File: config.mk
export PLATFORM = sky130hd
export DESIGN_NAME = cpu_fetch_buffer
export DESIGN_NICKNAME = d
export VERILOG_FILES = /design/src/rtl/cpu_fetch_buffer_pkg.sv /design/src/rtl/cpu_fetch_fifo.sv /design/src/rtl/cpu_fetch_buffer.sv
export SDC_FILE = /design/constraint.sdc
export NUM_CORES = 1
export LEC_CHECK = 0
export ABC_AREA = 0
export ABC_CLOCK_PERIOD_IN_PS = 4300
export CORE_MARGIN = 5
export CORE_UTILIZATION = 46
export DETAILED_ROUTE_END_ITERATION = 10
export GPL_TIMING_DRIVEN = 0
export PLACE_DENSITY = 0.71
export SYNTH_ARGS = -nofsm -noshare
export SYNTH_HDL_FRONTEND = slang
export SYNTH_SLANG_ARGS = --single-unit
File: constraint.sdc
create_clock -name clk -period 4.3 [get_ports clk]
set_clock_uncertainty 0.2 [all_clocks]
set_input_delay 0.86 -clock clk [delete_from_list [all_inputs] [get_ports clk]]
set_output_delay 0.86 -clock clk [all_outputs]
set_load 0.02 [all_outputs]
File: src/rtl/cpu_fetch_buffer_pkg.sv
// Shared CPU front-end constants: the NOP encoding and the default fetch buffer depth.
package cpu_fetch_buffer_pkg;

   localparam logic [31:0] NOP_INSTR   = 32'h0000_0013;
   localparam int          FETCH_DEPTH = 4;

   typedef logic [31:0] word_t;

endpackage

File: src/rtl/cpu_fetch_fifo.sv
// Fetch entry storage: tail allocates at grant, fill pointer completes entries in order, head pops.
// Latency: a fill becomes visible at the head one cycle later; the caller must not push when full.
module cpu_fetch_fifo
   import cpu_fetch_buffer_pkg::*;
#(
   parameter  int DEPTH = FETCH_DEPTH,
   localparam int PW    = $clog2(DEPTH),
   localparam int CW    = $clog2(DEPTH + 1)
) (
   input  logic          clk,
   input  logic          rst_n,
   input  logic          flush,
   input  logic          push,
   input  word_t         push_pc,
   input  logic          fill,
   input  word_t         fill_data,
   input  logic          pop,
   output logic [CW-1:0] used,
   output logic [CW-1:0] unfilled,
   output logic          head_vld,
   output word_t         head_pc,
   output word_t         head_data
);

   logic [PW-1:0]    wr_ptr, rd_ptr, fill_ptr;
   logic [CW-1:0]    used_q, unfilled_q;
   logic [DEPTH-1:0] filled;
   word_t            pc_mem   [DEPTH];
   word_t            data_mem [DEPTH];
   logic             fill_ok;

   // A fill with nothing outstanding cannot belong to this buffer.
   assign fill_ok = fill && (unfilled_q != '0);

   always_ff @(posedge clk or negedge rst_n) begin
      if (!rst_n) begin
         wr_ptr     <= '0;
         rd_ptr     <= '0;
         fill_ptr   <= '0;
         used_q     <= '0;
         unfilled_q <= '0;
         filled     <= '0;
      end else if (flush) begin
         wr_ptr     <= '0;
         rd_ptr     <= '0;
         fill_ptr   <= '0;
         used_q     <= '0;
         unfilled_q <= '0;
         filled     <= '0;
      end else begin
         if (push) begin
            wr_ptr         <= wr_ptr + PW'(1);
            filled[wr_ptr] <= 1'b0;
         end
         if (fill_ok) begin
            fill_ptr         <= fill_ptr + PW'(1);
            filled[fill_ptr] <= 1'b1;
         end
         if (pop) begin
            rd_ptr <= rd_ptr + PW'(1);
         end
         used_q     <= used_q + CW'(push) - CW'(pop);
         unfilled_q <= unfilled_q + CW'(push) - CW'(fill_ok);
      end
   end

   always_ff @(posedge clk) begin
      if (push) begin
         pc_mem[wr_ptr] <= push_pc;
      end
      if (fill_ok) begin
         data_mem[fill_ptr] <= fill_data;
      end
   end

   assign used      = used_q;
   assign unfilled  = unfilled_q;
   assign head_vld  = (used_q != '0) && filled[rd_ptr];
   assign head_pc   = pc_mem[rd_ptr];
   assign head_data = data_mem[rd_ptr];

endmodule

File: src/rtl/cpu_fetch_buffer.sv
// Instruction fetch buffer: issues word fetches, buffers in-order responses, drops stale ones after redirect.
// Latency: response cycle N -> instr_valid N+1; requests stop while entries plus pending drops reach DEPTH.
module cpu_fetch_buffer
   import cpu_fetch_buffer_pkg::*;
#(
   parameter int          DEPTH    = FETCH_DEPTH,
   parameter logic [31:0] RESET_PC = 32'h0000_0000
) (
   input  logic        clk,
   input  logic        rst_n,
   input  logic        redirect,
   input  logic [31:0] redirect_pc,
   output logic        mem_req,
   output logic [31:0] mem_addr,
   input  logic        mem_gnt,
   input  logic        mem_rvalid,
   input  logic [31:0] mem_rdata,
   output logic        instr_valid,
   output logic [31:0] instr_pc,
   output logic [31:0] instr_data,
   input  logic        instr_ready
);

   localparam int CW = $clog2(DEPTH + 1);

   word_t         fetch_pc;
   logic [CW-1:0] discard, used, unfilled;
   logic [CW:0]   occupancy;
   logic          grant, drop, fill, pop, head_vld;
   word_t         head_pc, head_data;

   // Pending drops still occupy memory-side slots, so they count against the request budget.
   assign occupancy = {1'b0, used} + {1'b0, discard};
   assign mem_req   = rst_n && !redirect && (occupancy < (CW+1)'(DEPTH));
   assign mem_addr  = fetch_pc;
   assign grant     = mem_req && mem_gnt;
   assign drop      = mem_rvalid && (discard != '0);
   assign fill      = mem_rvalid && !drop && !redirect;
   assign pop       = head_vld && instr_ready && !redirect;

   assign instr_valid = head_vld;
   assign instr_pc    = head_vld ? head_pc   : '0;
   assign instr_data  = head_vld ? head_data : '0;

   always_ff @(posedge clk or negedge rst_n) begin
      if (!rst_n) begin
         fetch_pc <= RESET_PC;
         discard  <= '0;
      end else if (redirect) begin
         fetch_pc <= {redirect_pc[31:2], 2'b00};
         // A response arriving now is either an existing drop or the oldest unfilled entry.
         discard  <= discard + unfilled - CW'(mem_rvalid);
      end else begin
         if (grant) begin
            fetch_pc <= fetch_pc + 32'd4;
         end
         if (drop) begin
            discard <= discard - CW'(1);
         end
      end
   end

   cpu_fetch_fifo #(.DEPTH(DEPTH)) u_fifo (
      .clk       (clk),
      .rst_n     (rst_n),
      .flush     (redirect),
      .push      (grant),
      .push_pc   (fetch_pc),
      .fill      (fill),
      .fill_data (mem_rdata),
      .pop       (pop),
      .used      (used),
      .unfilled  (unfilled),
      .head_vld  (head_vld),
      .head_pc   (head_pc),
      .head_data (head_data)
   );

endmodule

==> After elaboration in Yosys (flattened, before gate mapping) <==
Memory sizes are Yosys's and may differ from the RTL's.
Cells that the tools add are included.
{ "op_classes": {"add_sub_neg": 12, "order_cmp": 6, "mux": 28, "n_bitwise": 3, "reduce_logical": 21} }
{ "ops": {"columns": ["operator", "n"], "rows": [
  ["$mux W32", 4],
  ["$add A32 B3 Y32 const B", 1],
  ["$mux W4", 4],
  ["$logic_and A1 B1 Y1", 12],
  ["$mux W2", 6],
  ["$mux W3", 4],
  ["$lt A2 B3 Y1 const B", 3],
  ["$reduce_bool A3 Y1", 3],
  ["$sub A3 B1 Y3", 3],
  ["$reduce_bool A2 Y1", 4],
  ["$mux W1", 7],
  ["$add A2 B1 Y2 const B", 3],
  ["$add A3 B1 Y3", 2],
  ["$add A3 B3 Y4", 1],
  ["$and A4 B4 Y4", 1],
  ["$demux W1 S2", 2],
  ["$ge A2 B1 Y1 const B", 2],
  ["$lt A4 B3 Y1 const B", 1],
  ["$not A4 Y4", 1],
  ["$or A4 B4 Y4", 1],
  ["$add A3 B3 Y3", 1],
  ["$sub A3 B1 Y3 const B", 1],
  ["$bmux W1 S2", 1],
  ["$logic_not A1 Y1", 2]
]} }
{ "word_totals": {"regBits": 51, "mem_bits_rw": 256, "out_inout_bits": 98, "mem_count": 2} }
{ "memory_table": {"columns": ["memory", "words", "word_bits", "rd", "rd_ports_with_merged_regs", "write_ports", "line", "rtl"], "rows": [
  ["u_fifo.data_mem", 4, 32, 1, 0, 1, "cpu_fetch_fifo.sv:29", "word_t data_mem [DEPTH];"],
  ["u_fifo.pc_mem", 4, 32, 1, 0, 1, "cpu_fetch_fifo.sv:28", "word_t pc_mem [DEPTH];"]
]} }

==> Depth between registers and ports, before layout <==
Gate-level depths: netlist of the first run.
{ "depth": {"ltp_word": 11, "mapped_depth": 14} }

==> By module <==
From an unflattened synthesis of the first run, not the netlist that was laid out.
{ "unflattened": {"cells_unflattened": 749, "hier_area_um2": 12878.6} }
{ "modules_own_cells": {"columns": ["module", "instances", "cells_per_inst", "area_per_inst_um2", "seq_area_each_um2"], "rows": [
  ["cpu_fetch_fifo", 1, 423, 10246.1, 8087.8],
  ["cpu_fetch_buffer", 1, 326, 2632.5, 825.8]
]} }

==> Worst setup path after synthesis of the first run <==
Ideal clock, no wire load.
{ "synth_path": {"kind": "input -> register", "start": "in redirect", "end": "reg u_fifo.used_q[2] (netlist: u_fifo.used[2])", "arrival_ns": 2.672, "slack_ns": 1.296, "stages": 11, "path_buffers": 2, "path_cell_list": "clkbuf_1 -> clkbuf_1 -> nor2_1 -> ha_1 -> inv_1 -> ha_1 -> inv_1 -> fa_1 -> xor2_1 -> xnor2_1 -> nor2_1"} }
{ "synth_via": {"elab_chain_cells": 7, "word_cells_on_any_way": 8} }
{ "synth_rtl": {"columns": ["element", "line", "rtl"], "rows": [
  ["start, declared", "cpu_fetch_buffer.sv:11", "input logic redirect,"],
  ["$logic_not A1 Y1", "cpu_fetch_buffer.sv:34, cpu_fetch_buffer.sv:39", null],
  ["$logic_and A1 B1 Y1 (2 in series)", "cpu_fetch_buffer.sv:34", "assign mem_req = rst_n && !redirect && (occupancy < (CW+1)'(DEPTH));"],
  ["$logic_and A1 B1 Y1", "cpu_fetch_buffer.sv:36", "assign grant = mem_req && mem_gnt;"],
  ["$add A3 B1 Y3", "cpu_fetch_fifo.sv:62", "used_q <= used_q + CW'(push) - CW'(pop);"],
  ["$sub A3 B1 Y3", "cpu_fetch_fifo.sv:62", null],
  ["$mux W3 (*)", "cpu_fetch_fifo.sv:43", "end else if (flush) begin"],
  ["end signal, assigned", "cpu_fetch_fifo.sv:62", null],
  ["end, declared", "cpu_fetch_fifo.sv:26", "logic [CW-1:0] used_q, unfilled_q;"]
]} }
Mark *: on every way between the ends. The rest lies on a longest branch, timed or not.
A chain may end at the register's enable or synchronous reset.

==> Worst setup path after layout of the first run <==
{ "layout_path": {"start": "reg u_fifo.rd_ptr[1]", "end": "out instr_pc[22]"} }
{ "layout_via": {"elab_chain_cells": 4, "word_cells_on_any_way": 5} }
{ "layout_rtl": {"columns": ["element", "line", "rtl"], "rows": [
  ["start, declared", "cpu_fetch_fifo.sv:25", "logic [PW-1:0] wr_ptr, rd_ptr, fill_ptr;"],
  ["start signal, assigned", "cpu_fetch_fifo.sv:60", "rd_ptr <= rd_ptr + PW'(1);"],
  ["$bmux W1 S2", "cpu_fetch_fifo.sv:78", "assign head_vld = (used_q != '0) && filled[rd_ptr];"],
  ["$mux W1 (not written as such)", "cpu_fetch_fifo.sv:78", null],
  ["$logic_and A1 B1 Y1", "cpu_fetch_fifo.sv:78", null],
  ["$mux W32 (*)", "cpu_fetch_buffer.sv:42", "assign instr_pc = head_vld ? head_pc : '0;"],
  ["end, declared", "cpu_fetch_buffer.sv:19", "output logic [31:0] instr_pc,"]
]} }
Mark *: on every way between the ends. The rest lies on a longest branch, timed or not. The select of a mux whose other input is x is not followed.

==> results of run 1 <==
[worst paths after layout]
kind | end | slack, ns | cells past startpoint
min | mem_addr[9] | 0.11 | 1
max reg2reg | u_fifo.used[2] | 1.05 | 14
max | instr_pc[22] | 0.19 | 7
max in group asynchronous | u_fifo.fill_ptr[0] | 3.20 | 2
min in group clk | u_fifo.filled[3] | 0.31 | 2
min reg2reg | u_fifo.filled[3] | 0.31 | 2
[flip-flops by register name, summed over array words and instances, names as in the netlist]
signal and flops:
u_fifo.unfilled 3, mem_addr 30, discard 3, u_fifo.data_mem 128, u_fifo.used 3, u_fifo.fill_ptr 2, u_fifo.wr_ptr 2, u_fifo.filled 4
u_fifo.rd_ptr 2, u_fifo.pc_mem 120
[Yosys cell counts, types with 2 or more instances]
master | count | area, um2
nand2b_1 | 6 | 37.5
a21oi_1 | 10 | 50.1
nand4_1 | 15 | 93.8
fa_1 | 3 | 60.1
nand3b_1 | 3 | 22.5
a31oi_1 | 3 | 18.8
a41oi_1 | 4 | 35.0
clkbuf_1 | 23 | 86.3
o311ai_0 | 5 | 43.8
nor4_2 | 2 | 25.0
edfxtp_1 | 248 | 7450
inv_1 | 24 | 90.1
mux2i_1 | 3 | 30.0
a221o_1 | 3 | 30.0
a32oi_1 | 3 | 26.3
nand2_1 | 40 | 150
dfrtp_1 | 49 | 1230
o211ai_1 | 9 | 67.6
a21o_1 | 3 | 22.5
nor3_1 | 9 | 45.0
and3_1 | 6 | 37.5
nor4_4 | 2 | 42.5
nor2b_1 | 4 | 25.0
buf_4 | 4 | 30.0
xor2_1 | 3 | 26.3
or3_1 | 3 | 18.8
nor3_2 | 2 | 20.0
and2_1 | 66 | 413
xnor2_1 | 8 | 70.1
nor2_1 | 29 | 109
nand3_1 | 10 | 50.1
nor3b_1 | 2 | 15.0
mux4_2 | 63 | 1420
o31ai_1 | 2 | 15.0
ha_1 | 19 | 238
o21ai_0 | 23 | 115
buf_2 | 12 | 60.1
[routing by layer]
layer | vias to the layer above | GRT usage | routed length [um]
met4 | 0 | 0.0604 | 748
met3 | 48 | 0.0335 | 1750
met5 | - | 0 | 0
met1 | 3673 | 0.248 | 11500
met2 | 221 | 0.298 | 13700
li1 | 3258 | - | -
[per-stage QoR]
stage	hold slack, ns	worst slack [ns]	cells	instance area [um2]
floorplan	0.277	1.30	743	12500
global placement	0.293	-1.60	1245	14500
detailed placement	0.304	0.165	1248	14600
CTS	0.112	0.00585	1300	15500
global route	0.155	0.0282	1301	15500
finish	0.111	0.189	1301	15500
[what timing repair did]
action	4_1_cts	5_1_grt
setup endpoints to repair	6	18
resized for setup	1	6
cloned	0	0
[area by class of cell]
cell class | instances | share of cell area
multi-input combinational | 382 | 0.226
sequential | 297 | 0.559
timing repair buffer | 164 | 0.108
antenna | 1 | 0.000161
inverter | 25 | 0.00604
buffer | 39 | 0.0117
clock buffer | 35 | 0.0488
tap | 341 | 0.0275
clock inverter | 17 | 0.0124
[cells in the final DEF (no fill, tap or decap), drive strengths merged, types with 4 or more instances in the layout]
| cell type | count |
|---|---|
| a21oi | 10 |
| a41oi | 4 |
| and2 | 67 |
| and3 | 6 |
| buf | 20 |
| bufinv | 4 |
| clkbuf | 58 |
| clkdlybuf4s50 | 160 |
| clkinv | 11 |
| conb | 4 |
| dfrtp | 49 |
| edfxtp | 248 |
| ha | 19 |
| inv | 24 |
| mux4 | 63 |
| nand2 | 40 |
| nand2b | 6 |
| nand3 | 11 |
| nand4 | 16 |
| nor2 | 30 |
| nor2b | 4 |
| nor3 | 11 |
| nor4 | 5 |
| o211ai | 9 |
| o21ai | 23 |
| o311ai | 6 |
| xnor2 | 8 |
[logic make-up after synthesis]
| logic type | count (synthesis) |
|---|---|
| simple gates | 209 |
| xor+xnor | 11 |
| flops | 297 |
| fa+ha+maj | 22 |
| other cells | 1 |
| compound gates | 70 |
| buf+inv | 64 |
| mux | 66 |
[report_power, final]
| group | switching, W | internal, W | leakage, nW |
|---|---|---|---|
| Clock | 0.00103 | 0.00149 | 0.460 |
| Combinational | 0.000283 | 0.000255 | 1.99 |
| Sequential | 0.000120 | 0.00323 | 2.86 |
==> impl_metrics.ini, run 1 <==
[setup_path]
path_max_fanout = 10
cp_top_family = buffers and inverters
path_common_cell = buf_2
required_ns = 3.24
crit_slowest_cell = clkdlybuf4s50_1
r2r-start = u_fifo.rd_ptr[1]
cp-end-kind = output port
slowest_delay_ns = 0.62
critPathKind = reg2out
worstSetupStartpoint = u_fifo.rd_ptr[1]
crit_path_start_kind = flip-flop
cp_num_buf_inv = 4
worstPathArrival_ns = 3.05
crit_chain = buf_2, mux4_2, o31a_1, buf_2, clkbuf_2, and2_1, clkdlybuf4s50_1

[synthesis]
yosysSeqAreaShare = 0.697
yosys_most_used_dff = edfxtp_1
synthArstFlopShare = 0.165
synth-adder-area-share = 0.0239
yosysWarnings = 0
synthSimpleGateAreaFrac = 0.0951
syn_area_um2 = 12400
muxShareOfSynthArea = 0.116
ys_ff_latch = 297
synth-compound-area-share = 0.0376
yosys.area_share.xor_xnor = 0.00774
synth_edf_count = 248
netlist_instances = 740
syn_area_per_cell_um2 = 16.8
synth.distinct_cells = 54
synth_top_family_by_area = multiplexers

[sta]
finalCritPeriodShare = 0.956
slew_headroom = 0.127
fin_crit_ns = 4.11
drv_slew = 0
setup-tns-final_ns = 0
rsz0062_at_grt = false
timing.fmax_ghz = 0.243
setup_viol = 0
worst_pin_slew_ns = 1.30
hold_viol_final = 0

[floorplanning]
die_w_um = 174
start_util = 0.464
die_area_um2 = 30400
die_h_um = 174
ios = 168
num_rows = 60
core_area_um2 = 26800

[cts]
htree_levels = 1
cts_hold_buf = 0
clkLatencyLatePin_ns = 0.55
numCtsBuffers = 28
root_buffer = clkbuf_16
cts_tree = yes
postCtsSetupBuffers = 0
cts_sinks = 297
path_clk_slew_ns = 0.07
clk_path_buf_depth = 3

[global_route]
overflow = 0
grt_first_pass_wirelength_um = 43200
track_usage = 0.182
grt_pass1_vias = 7488
grt_max_degree = 34
antenna_found_initial = 1

[drt]
post-route-drc-count = 0
viasPerCell = 5.53
avgRoutedWirePerCell_um = 21.3
vias = 7200
wl_um = 27700
ant_nets = 0
drt_first_pass_iters = 5
first_iter_violations = 534

[placed_design]
dp_hpwl_um = 18500
gp_congestion = 0.831
place.port_buffers = 161

[run_status]
status = completed

[power_and_ir_drop]
power.leakage_nw = 5.31
irDropWorstVdd_uv = 244
total_power_w = 0.00641
powerDensity_nw_per_um2 = 413

[finish]
final_core_util = 0.579
fillCellCount = 2042
multi_input_area_um2 = 3510
regArea_um2 = 8670
drive_gt1_frac = 0.154
syn2layout_area_growth_pct = 24.8
finalNetCount = 1029

[worst_hold_path]
hp-class = in2async

[run]
cap_violations = 0
(Power assumes the default switching activity.)
==> inputs of run 2 (changes only) <==
- TNS_END_PERCENT: default -> 5
==> results of run 2 <==
No change in the layout: final DEF, timing and power equal those of run 1.
==> inputs of run 3 (changes only) <==
- TNS_END_PERCENT: 5 -> 100
==> results of run 3 <==
No change in the layout: final DEF, timing and power equal those of run 1.
==> edit 1 (settings of run 1) <==
Set the package constant `FETCH_DEPTH` to 8 (it was 4).
--- a/src/rtl/cpu_fetch_buffer_pkg.sv
+++ b/src/rtl/cpu_fetch_buffer_pkg.sv
@@ -2,7 +2,7 @@
 package cpu_fetch_buffer_pkg;
 
    localparam logic [31:0] NOP_INSTR   = 32'h0000_0013;
-   localparam int          FETCH_DEPTH = 4;
+   localparam int          FETCH_DEPTH = 8;
 
    typedef logic [31:0] word_t;
 
Check against the original RTL: no difference found for any inputs over 4 cycles, from zero or initial values and one cycle with rst_n low; that may be too few to reach the edited logic, so the function may still have changed.
==> edit 1 against run 1 <==
Die area up 76%. Final cell count up 70%. Area after synthesis up 81%. Core utilization down 1.2 points. Power up 87%. Synthesized cell count up 72%. Sequential cell count up 258. Cell area up 78%. Hold slack better by 0.062 ns. Routed wire length up 97%. Setup slack worse by 0.093 ns. Count of clock-buffer cells in the layout up 42. Critical endpoint is now instr_pc[23]. Largest power group unchanged.
==> edit 1: results (changes against run 1) <==
[outcome]
status=finished, final reports clean

[detailed_routing]
wl_met1_mm=22.8  ; +99%
drt-initial-drc-count=1394  ; +160%
met2_length_mm=26.8  ; +95%
routed_wl_mm=54.5  ; +97%

[cts]
cts_inserted_buffers=56  ; +100%

[grt]
grtUsageMet3=0.0339  ; +0.000441
track_usage=0.202  ; +0.0207
gr-usage-met1=0.286  ; +0.0382
grt_max_degree=61  ; +79%

[place]
placed_area_um2=25600  ; +76%
gp_congestion=0.865  ; +4.1%

[power]
vdd_drop_max_mv=0.324  ; +33%
leakage_nw=9.60  ; +81%
switching_share=0.219  ; -0.00513
combinationalPowerShare=0.062  ; -0.022
power_clock_w=0.00503  ; +100%
total_power_w=0.0120  ; +87%

[final_layout]
layout.cells.non_filler=2208  ; +70%
largest_register_ffs=256  ; +100%
fin_nets=1636  ; +59%
final_layout_size_suffix_gt1_frac=0.214  ; +0.0594
multiInputGateArea_um2=5850  ; +67%

[yosys]
synthTopCellsByCount=edfxtp_1 (496), nand2_1 (170), mux4_2 (124)
synth-async-reset-ratio=0.106  ; -0.0587
synth_edf_count=496  ; +100%
netlist_top_cells_area=edfxtp_1 (66%), mux4_2 (12%), dfrtp_1 (6.6%), nand2_1 (2.8%), a21oi_1 (1.6%)
synth_xor_area_frac=0.00895  ; +0.00121
synth_cells=1272  ; +72%
synthAdderAreaFrac=0.0160  ; -0.00793
synth_compound_area_frac=0.0356  ; -0.00204
synthMuxAreaShare=0.130  ; +0.0137

[critical_path]
reg2reg_depth=8  ; -6

[edit 1: changes by cell type after synthesis, sizes merged, moves of 24 or more]
cell and delta:
edfxtp +248, nand2 +130, a21oi +64, mux4 +61, buf +24, and2 -63
[edit 1: final cells by class]
| cell class | count | share of cell area |
|---|---|---|
| Timing Repair Buffer | 205 | 0.0790 |
| Sequential cell | 555 | 0.593 |
| Tap cell | 622 | 0.0282 |
| Inverter | 30 | 0.00408 |
| Clock buffer | 77 | 0.0558 |
| Clock inverter | 28 | 0.0136 |
| Buffer | 71 | 0.0141 |
| Multi-Input combinational cell | 620 | 0.212 |
[edit 1: path summary, 6_finish.rpt]
check / startpoint / end
setup / recovery: u_fifo.rd_ptr[0] / instr_pc[23]
hold / removal: rst_n / mem_addr[3]
setup reg to reg: discard[3] / u_fifo.pc_mem[3][18]
hold reg to reg: u_fifo.filled[0] / u_fifo.filled[0]
max in group asynchronous: rst_n / mem_addr[13]
min in group clk: u_fifo.filled[0] / u_fifo.filled[0]
==> edit 2 (flow settings as in run 1) <==
Made on the original files. Reset style: synchronous (`rst_n`), changed in 2 clocked blocks.
--- a/src/rtl/cpu_fetch_fifo.sv
+++ b/src/rtl/cpu_fetch_fifo.sv
@@ -32,7 +32,7 @@
    // A fill with nothing outstanding cannot belong to this buffer.
    assign fill_ok = fill && (unfilled_q != '0);
 
-   always_ff @(posedge clk or negedge rst_n) begin
+   always_ff @(posedge clk) begin
       if (!rst_n) begin
          wr_ptr     <= '0;
          rd_ptr     <= '0;
--- a/src/rtl/cpu_fetch_buffer.sv
+++ b/src/rtl/cpu_fetch_buffer.sv
@@ -42,7 +42,7 @@
    assign instr_pc    = head_vld ? head_pc   : '0;
    assign instr_data  = head_vld ? head_data : '0;
 
-   always_ff @(posedge clk or negedge rst_n) begin
+   always_ff @(posedge clk) begin
       if (!rst_n) begin
          fetch_pc <= RESET_PC;
          discard  <= '0;
Formal check against the unedited RTL: differs if rst_n is asserted again (counterexample within 4 cycles, from zero or initial values and one cycle with rst_n low); with rst_n held inactive, the same outputs for 4 cycles.
==> edit 2 against run 1 <==
Power fell by 4.6%. Via count rose by 0.29%. Non-clock buffer count did not move. Routed wire length down 0.68%. Count of clock-buffer cells in the layout grew 1. Cell area shrank 0.62%. Highest routed layer is now met5. Area after synthesis is 0.68% lower. Core utilization shrank 0.20 points. Setup slack better by 0.023 ns. Critical path type unchanged. First-iteration DRC count increased by 4.5%. Sequential cell count grew 2.
==> edit 2: results (changes against run 1) <==
[final_layout]
regArea_um2=8470  ; -2.4%
clock_area_frac=0.0616  ; +0.000302
largest_register_ffs=128  ; unchanged
fin_nets=1042  ; +1.3%
multi_input_area_share=0.234  ; +0.00725
nClkBuffers=36  ; +2.9%
final_layout_size_suffix_gt1_frac=0.154  ; about the same
multi_input_cells=393  ; +2.9%
area_growth_pct=24.9  ; about the same
final-nonclk-buf-share=0.122  ; +0.00205
n_fill_cell=2050  ; +0.39%

[yosys]
yosysSeqAreaShare=0.685  ; -0.0118
synthAdderAreaFrac=0.0241  ; +0.000165
syn_area_per_cell_um2=16.4  ; -2.7%
synthMuxAreaShare=0.119  ; +0.00212
netlist_top_cells_area=edfxtp_1 (60%), mux4_2 (11%), dfxtp_1 (8.3%), and2_1 (3.4%), ha_1 (1.9%)
yosysUniqueCellTypes=60  ; +11%
synth_compound_area_frac=0.0394  ; +0.00178
synthTopCellsByCount=edfxtp_1 (248), and2_1 (68), mux4_2 (63)

[critical_path]
endpoint=instr_pc[21]
crit_arrival_ns=3.03  ; -0.02 ns
r2r_slack_ns=0.91  ; -0.14 ns
regToRegEndpoint=u_fifo.pc_mem[1][24]
startpoint=u_fifo.rd_ptr[0]
cp_max_fo=11  ; +1
r2r_start=discard[2]
reg2reg_depth=8  ; -6

[grt]
gr-usage-met1=0.240  ; -0.00772
grtUsageMet3=0.0320  ; -0.00152
grt_pass1_vias=7523  ; +0.47%
use_met2=0.307  ; +0.00930

[cts]
clock-sinks=299  ; +0.67%
cts.htree.levels=1  ; unchanged
cts_inserted_buffers=28  ; unchanged

[outcome]
status=finished, final reports clean

[detailed_routing]
wl_per_cell_um=20.9  ; -1.7%
num_vias=7221  ; +0.29%
routed_wl_mm=27.5  ; -0.68%

[place]
preCtsSetupSlack_ns=-0.117  ; -0.282 ns
port_buffers=159  ; -1.2%
placed_area_um2=14500  ; -0.60%
dp.cells=1262  ; +1.1%

[power]
vdd_drop_max_mv=0.299  ; +23%
leakage_nw=5.04  ; -5.1%

[sta]
worst_pin_slew_ns=0.893  ; -0.408 ns
period_minus_slack_ns=4.09  ; -0.0225 ns

[min_path]
worstHoldPathType=register to register

## edit 2: cell types whose count changed after synthesis, sizes merged, moves of 5 or more
cell	before	now
a21oi	10	35
a31oi	3	8
dfrtp	49	0
dfxtp	0	51
nand2	40	30
nand4	16	11
nor2	30	23
o211ai	9	3
xnor2	8	17
## edit 2: timing repair
item                                    4_1_cts  5_1_grt
endpoints found under the setup margin       30       14
hold buffers                                  0        0
setup buffers                                 0        0
resized for setup                             1        0
cloned                                        0        0
## edit 2: routing by layer
| metal | wire length (um) | up-vias |
|---|---|---|
| li1 | - | 3303 |
| met1 | 11500 | 3645 |
| met3 | 1430 | 54 |
| met5 | 20 | - |
| met2 | 13900 | 217 |
| met4 | 705 | 2 |
## edit 2: where the power goes
part,switching [W],internal [W]
registers,0.0000634,0.00318
clock network,0.00103,0.00149
logic,0.000178,0.000174
total,0.00127,0.00485
